==> src/rtl/fp16_stream_accum.sv <==
// fp16_stream_accum: sequential FP16 packet accumulator.
// Holds a running sum and the most recent operand in registers. These feed an
// external combinational FP16 adder, and the adder result is registered back
// as the new running sum. When the last operand of a packet has been added,
// the total and a saturating element count are presented on a valid/ready
// output port.
module fp16_stream_accum #(
  parameter int FLOAT_WIDTH = 16,
  parameter int CNT_WIDTH   = 8
) (
  input  logic                   clk,
  input  logic                   rst,
  input  logic                   in_valid,
  output logic                   in_ready,
  input  logic [FLOAT_WIDTH-1:0] in_data,
  input  logic                   in_last,
  output logic [FLOAT_WIDTH-1:0] add_a,
  output logic [FLOAT_WIDTH-1:0] add_b,
  input  logic [FLOAT_WIDTH-1:0] add_res,
  output logic                   out_valid,
  input  logic                   out_ready,
  output logic [FLOAT_WIDTH-1:0] out_data,
  output logic [CNT_WIDTH-1:0]   out_count,
  output logic                   out_sat
);

  typedef enum logic [1:0] {
    IDLE  = 2'd0,
    ACCUM = 2'd1,
    ADD   = 2'd2,
    DONE  = 2'd3
  } state_t;

  state_t                 state_q,     state_d;
  logic [FLOAT_WIDTH-1:0] acc_q,       acc_d;
  logic [FLOAT_WIDTH-1:0] op_q,        op_d;
  logic                   last_q,      last_d;
  logic [CNT_WIDTH-1:0]   cnt_q,       cnt_d;
  logic                   sat_q,       sat_d;
  logic                   out_valid_q, out_valid_d;
  logic [FLOAT_WIDTH-1:0] out_data_q,  out_data_d;
  logic [CNT_WIDTH-1:0]   out_count_q, out_count_d;
  logic                   out_sat_q,   out_sat_d;

  logic in_fire;
  logic out_fire;

  // The adder path is register-to-register. The sum and the operand go straight out.
  assign add_a     = acc_q;
  assign add_b     = op_q;
  assign in_ready  = (state_q == IDLE) || (state_q == ACCUM);
  assign out_valid = out_valid_q;
  assign out_data  = out_data_q;
  assign out_count = out_count_q;
  assign out_sat   = out_sat_q;

  assign in_fire  = in_valid && in_ready;
  assign out_fire = out_valid_q && out_ready;

  // Next-state and datapath update for the IDLE/ACCUM/ADD/DONE sequencer.
  always_comb begin
    // NOTE: every signal gets a hold default first, so a branch that misses one cannot infer a latch.
    state_d     = state_q;
    acc_d       = acc_q;
    op_d        = op_q;
    last_d      = last_q;
    cnt_d       = cnt_q;
    sat_d       = sat_q;
    out_valid_d = out_valid_q;
    out_data_d  = out_data_q;
    out_count_d = out_count_q;
    out_sat_d   = out_sat_q;

    unique case (state_q)
      IDLE, ACCUM: begin
        // acc/cnt/sat are already zero in IDLE (cleared on leaving DONE),
        // so the first element needs no special case: 0 + x = x.
        if (in_fire) begin
          op_d   = in_data;
          last_d = in_last;
          if (&cnt_q) begin
            sat_d = 1'b1;
          end else begin
            cnt_d = cnt_q + 1'b1;
          end
          state_d = ADD;
        end
      end

      ADD: begin
        acc_d = add_res;
        if (last_q) begin
          out_data_d  = add_res;
          out_count_d = cnt_q;
          out_sat_d   = sat_q;
          out_valid_d = 1'b1;
          state_d     = DONE;
        end else begin
          state_d = ACCUM;
        end
      end

      DONE: begin
        // Output fields stay frozen until the handshake. Then all
        // accumulation state is cleared, ready for the next packet.
        if (out_fire) begin
          out_valid_d = 1'b0;
          acc_d       = '0;
          op_d        = '0;
          cnt_d       = '0;
          sat_d       = 1'b0;
          state_d     = IDLE;
        end
      end

      default: state_d = IDLE;
    endcase
  end

  // State register. Synchronous reset wins over any same-cycle handshake.
  always_ff @(posedge clk) begin
    // NOTE: sequential state uses non-blocking assignments, so every register samples pre-edge values.
    if (rst) begin
      state_q     <= IDLE;
      acc_q       <= '0;
      op_q        <= '0;
      last_q      <= 1'b0;
      cnt_q       <= '0;
      sat_q       <= 1'b0;
      out_valid_q <= 1'b0;
      out_data_q  <= '0;
      out_count_q <= '0;
      out_sat_q   <= 1'b0;
    end else begin
      state_q     <= state_d;
      acc_q       <= acc_d;
      op_q        <= op_d;
      last_q      <= last_d;
      cnt_q       <= cnt_d;
      sat_q       <= sat_d;
      out_valid_q <= out_valid_d;
      out_data_q  <= out_data_d;
      out_count_q <= out_count_d;
      out_sat_q   <= out_sat_d;
    end
  end

endmodule

==> config.mk <==
export PLATFORM = sky130hd
export DESIGN_NAME = fp16_stream_accum
export DESIGN_NICKNAME = d
export VERILOG_FILES = /design/src/rtl/fp16_stream_accum.sv
export SDC_FILE = /design/constraint.sdc
export NUM_CORES = 1
export LEC_CHECK = 0
export CORE_AREA = 10 10 100 80
export DETAILED_ROUTE_END_ITERATION = 7
export DIE_AREA = 0 0 110 90
export PLACE_DENSITY = 0.77
export REMOVE_ABC_BUFFERS = 1
export SYNTH_ARGS = -nofsm -noshare
export SYNTH_HDL_FRONTEND = slang
export SYNTH_SLANG_ARGS = --single-unit
==> constraint.sdc <==
create_clock -name clk -period 1.6 [get_ports clk]
set_input_delay 0.32 -clock clk [delete_from_list [all_inputs] [get_ports clk]]
set_output_delay 0.32 -clock clk [all_outputs]
set_load 0.02 [all_outputs]
==> reports/metrics.cfg, run 1 <==
[logic_synthesis]
synth_simple_gate_area_share_pct = 18.9
yosys-top-cells-area = dfxtp_1, nand2_1, a22oi_1
syn_inst = 282
netlist.top_cell.by_area = dfxtp_1
synth_area_mm2 = 0.00255
synthAdderAreaFrac_pct = 0.491
yosys-mux-area-fraction_pct = 0
yosysWarningCount = 0
avgSynthCellArea_um2 = 9.03
synth_edf_count = 0
synthFlopType = dfxtp_1
synth-compound-area-share_pct = 20.8
async_flop_share_pct = 0
synth-seq-area-share_pct = 55.0
ys_types = 34
synth.top_cell.area_share_pct = 55.0
synthTopCellsByCount = dfxtp_1, nand2_1, a21oi_1
synth_top_family_by_area = compound AO/OA/AOI/OAI gates
synth_xor_area_share_pct = 0
ys_ff_latch = 70
yosysMostFrequentCell = dfxtp_1

[worst_setup_path]
cp_slowest_stage_delay_ns = 0.53
cp.arrival_ns = 1.79
critPathSlowestCell = or4_1
critPathBufInv = 0
path_cells = ha_1 -> nand3_1 -> or4_1 -> a31oi_1
worstPathRequired_ns = 1.87
cp-start-kind = flop
path_max_fanout = 4
critical_path.endpoint_type = flop
critPathKind = flop to flop
cpLargestDelayFamily = simple AND/OR/NAND/NOR gates

[clocking]
clk_pin_slew_ns = 0.08
cts_tree = done
clock_latency_ns = 0.34
numCtsBuffers = 9
cts_setup_buffers = 0
cts.sinks = 70
root_buffer = clkbuf_8
cts_buffer_depth = 2
cts_max_level = 3

[placement]
portBuffers = 95
gp_congestion = 0.868
dp_hpwl_um = 5290
place_ws_ns = -0.120

[cells_and_area]
nFillCells = 544
final_util_pct = 62.7
final_nets = 422
antennaDiodeCount = 0
synthToLayoutAreaGrowth_pct = 50.1
drive_gt1_share_pct = 9.51

[floorplanning]
core_area_mm2 = 0.00610
num_rows = 25
die-area_mm2 = 0.00990
die_w_um = 110
num_io_pins = 96
start_util_pct = 41.8
die_h_um = 90

[power]
ir_drop_v = 0.000771
p_leak_uw = 0.00169
powerDensity_mw_per_mm2 = 1050

[run]
maxCapViolCount = 0

[global_route]
grt_max_degree = 58
grt_pass1_vias = 2421
antenna_found_initial = 0
grt_usage_pct = 14.6
overflow = 0
grt_first_pass_wirelength_um = 11800

[sta]
fin_worst_skew_ns = 0.00752
worst_slack_ns = 0.0858
min_period_ns = 1.51
drv_slew = 0
hold_viol = 0
max_freq_mhz = 660
setup_viol = 0
worstMarginPinSlew_ns = 0.423
rsz0062_at_grt = no
maxSlewHeadroom_pct = 71.8
finalCritPeriodShare_pct = 94.6

[drt]
detail-route-antenna-nets = 0
drcViolationCount = 0
viasPerCell = 5.09
dr.pass1.iters = 5
wirelength_um = 7290
wl_per_cell_um = 15.5
drtIter0Drc = 130
via_count = 2390

[min_path]
hold_path.class = primary input to flop

[outcome]
status = completed

[final timing paths]
check / endpoint / slack (ns) / start / cells past startpoint
max: cnt_q[6] / 0.09 / cnt_q[0] / 4
min: sat_q / 0.35 / rst / 3
max reg2reg: cnt_q[6] / 0.09 / cnt_q[0] / 4
min reg2reg: out_data[6] / 0.45 / out_data[6] / 2
[final cells by class]
class	instances	area [um2]	area share (%)
Timing Repair Buffer	111	1030	26.9
Multi-Input combinational cell	189	1030	27.1
Clock buffer	10	138	3.60
Clock inverter	6	109	2.85
Tap cell	81	101	2.65
Inverter	3	11.3	0.294
Sequential cell	70	1400	36.6
[layer usage]
layer	GRT usage [%]	routed length, um
met1	17.8	3160
met2	22.2	3260
met3	7.20	777
met4	4.11	83
met5	0	0
[cells by family after synthesis]
group / count (synthesis)
buf+inv: 23
fa+ha+maj: 1
flops: 70
compound gates: 80
simple gates: 108
[sequential cells by signal, summed over array words and instances (netlist names)]
name	count
add_a	16
add_b	16
out_data	16
cnt_q	8
out_count	8
state_q	2
last_q	1
out_sat	1
out_valid	1
sat_q	1
[cells in the final DEF (no fill, tap or decap), types with 2 or more instances in the layout]
| master | synthesis | final |
|---|---|---|
| a22oi_1 | 21 | 21 |
| dlygate4sd2_1 | 0 | 59 |
| o211ai_1 | 3 | 3 |
| buf_12 | 0 | 3 |
| a22o_1 | 11 | 11 |
| clkdlybuf4s50_1 | 0 | 35 |
| bufinv_16 | 0 | 3 |
| a31oi_1 | 6 | 6 |
| nor2_1 | 22 | 22 |
| or4_1 | 3 | 3 |
| nand2_1 | 60 | 60 |
| nand4_1 | 3 | 3 |
| nor3_1 | 2 | 2 |
| nor2b_1 | 2 | 2 |
| and2_1 | 2 | 2 |
| clkbuf_8 | 0 | 10 |
| buf_4 | 4 | 13 |
| o21ai_0 | 3 | 3 |
| clkinv_2 | 0 | 2 |
| a21oi_1 | 30 | 30 |
| inv_1 | 3 | 3 |
| nand3_1 | 8 | 8 |
| dfxtp_1 | 70 | 70 |
[power breakdown]
| part | switching, uW | total, uW | internal (uW) |
|---|---|---|---|
| Combinational | 240 | 464 | 224 |
| Clock | 649 | 1720 | 1070 |
| Sequential | 34.5 | 1840 | 1800 |
| Total | 924 | 4030 | 3100 |
[stage by stage]
step / instance area [um2] / hold slack [ns] / total power (uW) / setup TNS (ns) / instances
after floorplan: 2430 / 0.389 / 2070 / -11.18 / 262
after global placement: 3640 / 0.441 / 2370 / -1.11 / 454
after detailed placement: 3640 / 0.446 / 2380 / -1.96 / 454
after CTS: 3810 / 0.342 / 4060 / 0 / 470
after global routing: 3820 / 0.378 / 4190 / 0 / 470
final: 3820 / 0.353 / 4030 / 0 / 470
[worst register-to-register path, delay by kind of cell (launching register included)]
| family | cells | cell delay (ns) |
|---|---|---|
| adders and majority gates | 1 | 0.20 |
| DFF | 1 | 0.34 |
| AOI/OAI and AO/OA | 1 | 0.16 |
| and+or+nand+nor | 2 | 0.74 |
[what timing repair did]
item                                    CTS  global route
resized for setup                        59             2
hold buffers                              0             0
endpoints found under the setup margin   59            15
pin swaps                                 0             0
gates cloned                              0             0
Note: power is estimated with default switching activity, not from simulation.
==> run 2, diff against run 1 <==
- ABC_CLOCK_PERIOD_IN_PS: default -> 1600
==> results of run 2 <==
Same layout as run 1: the final DEF is identical, and so are final timing and power.
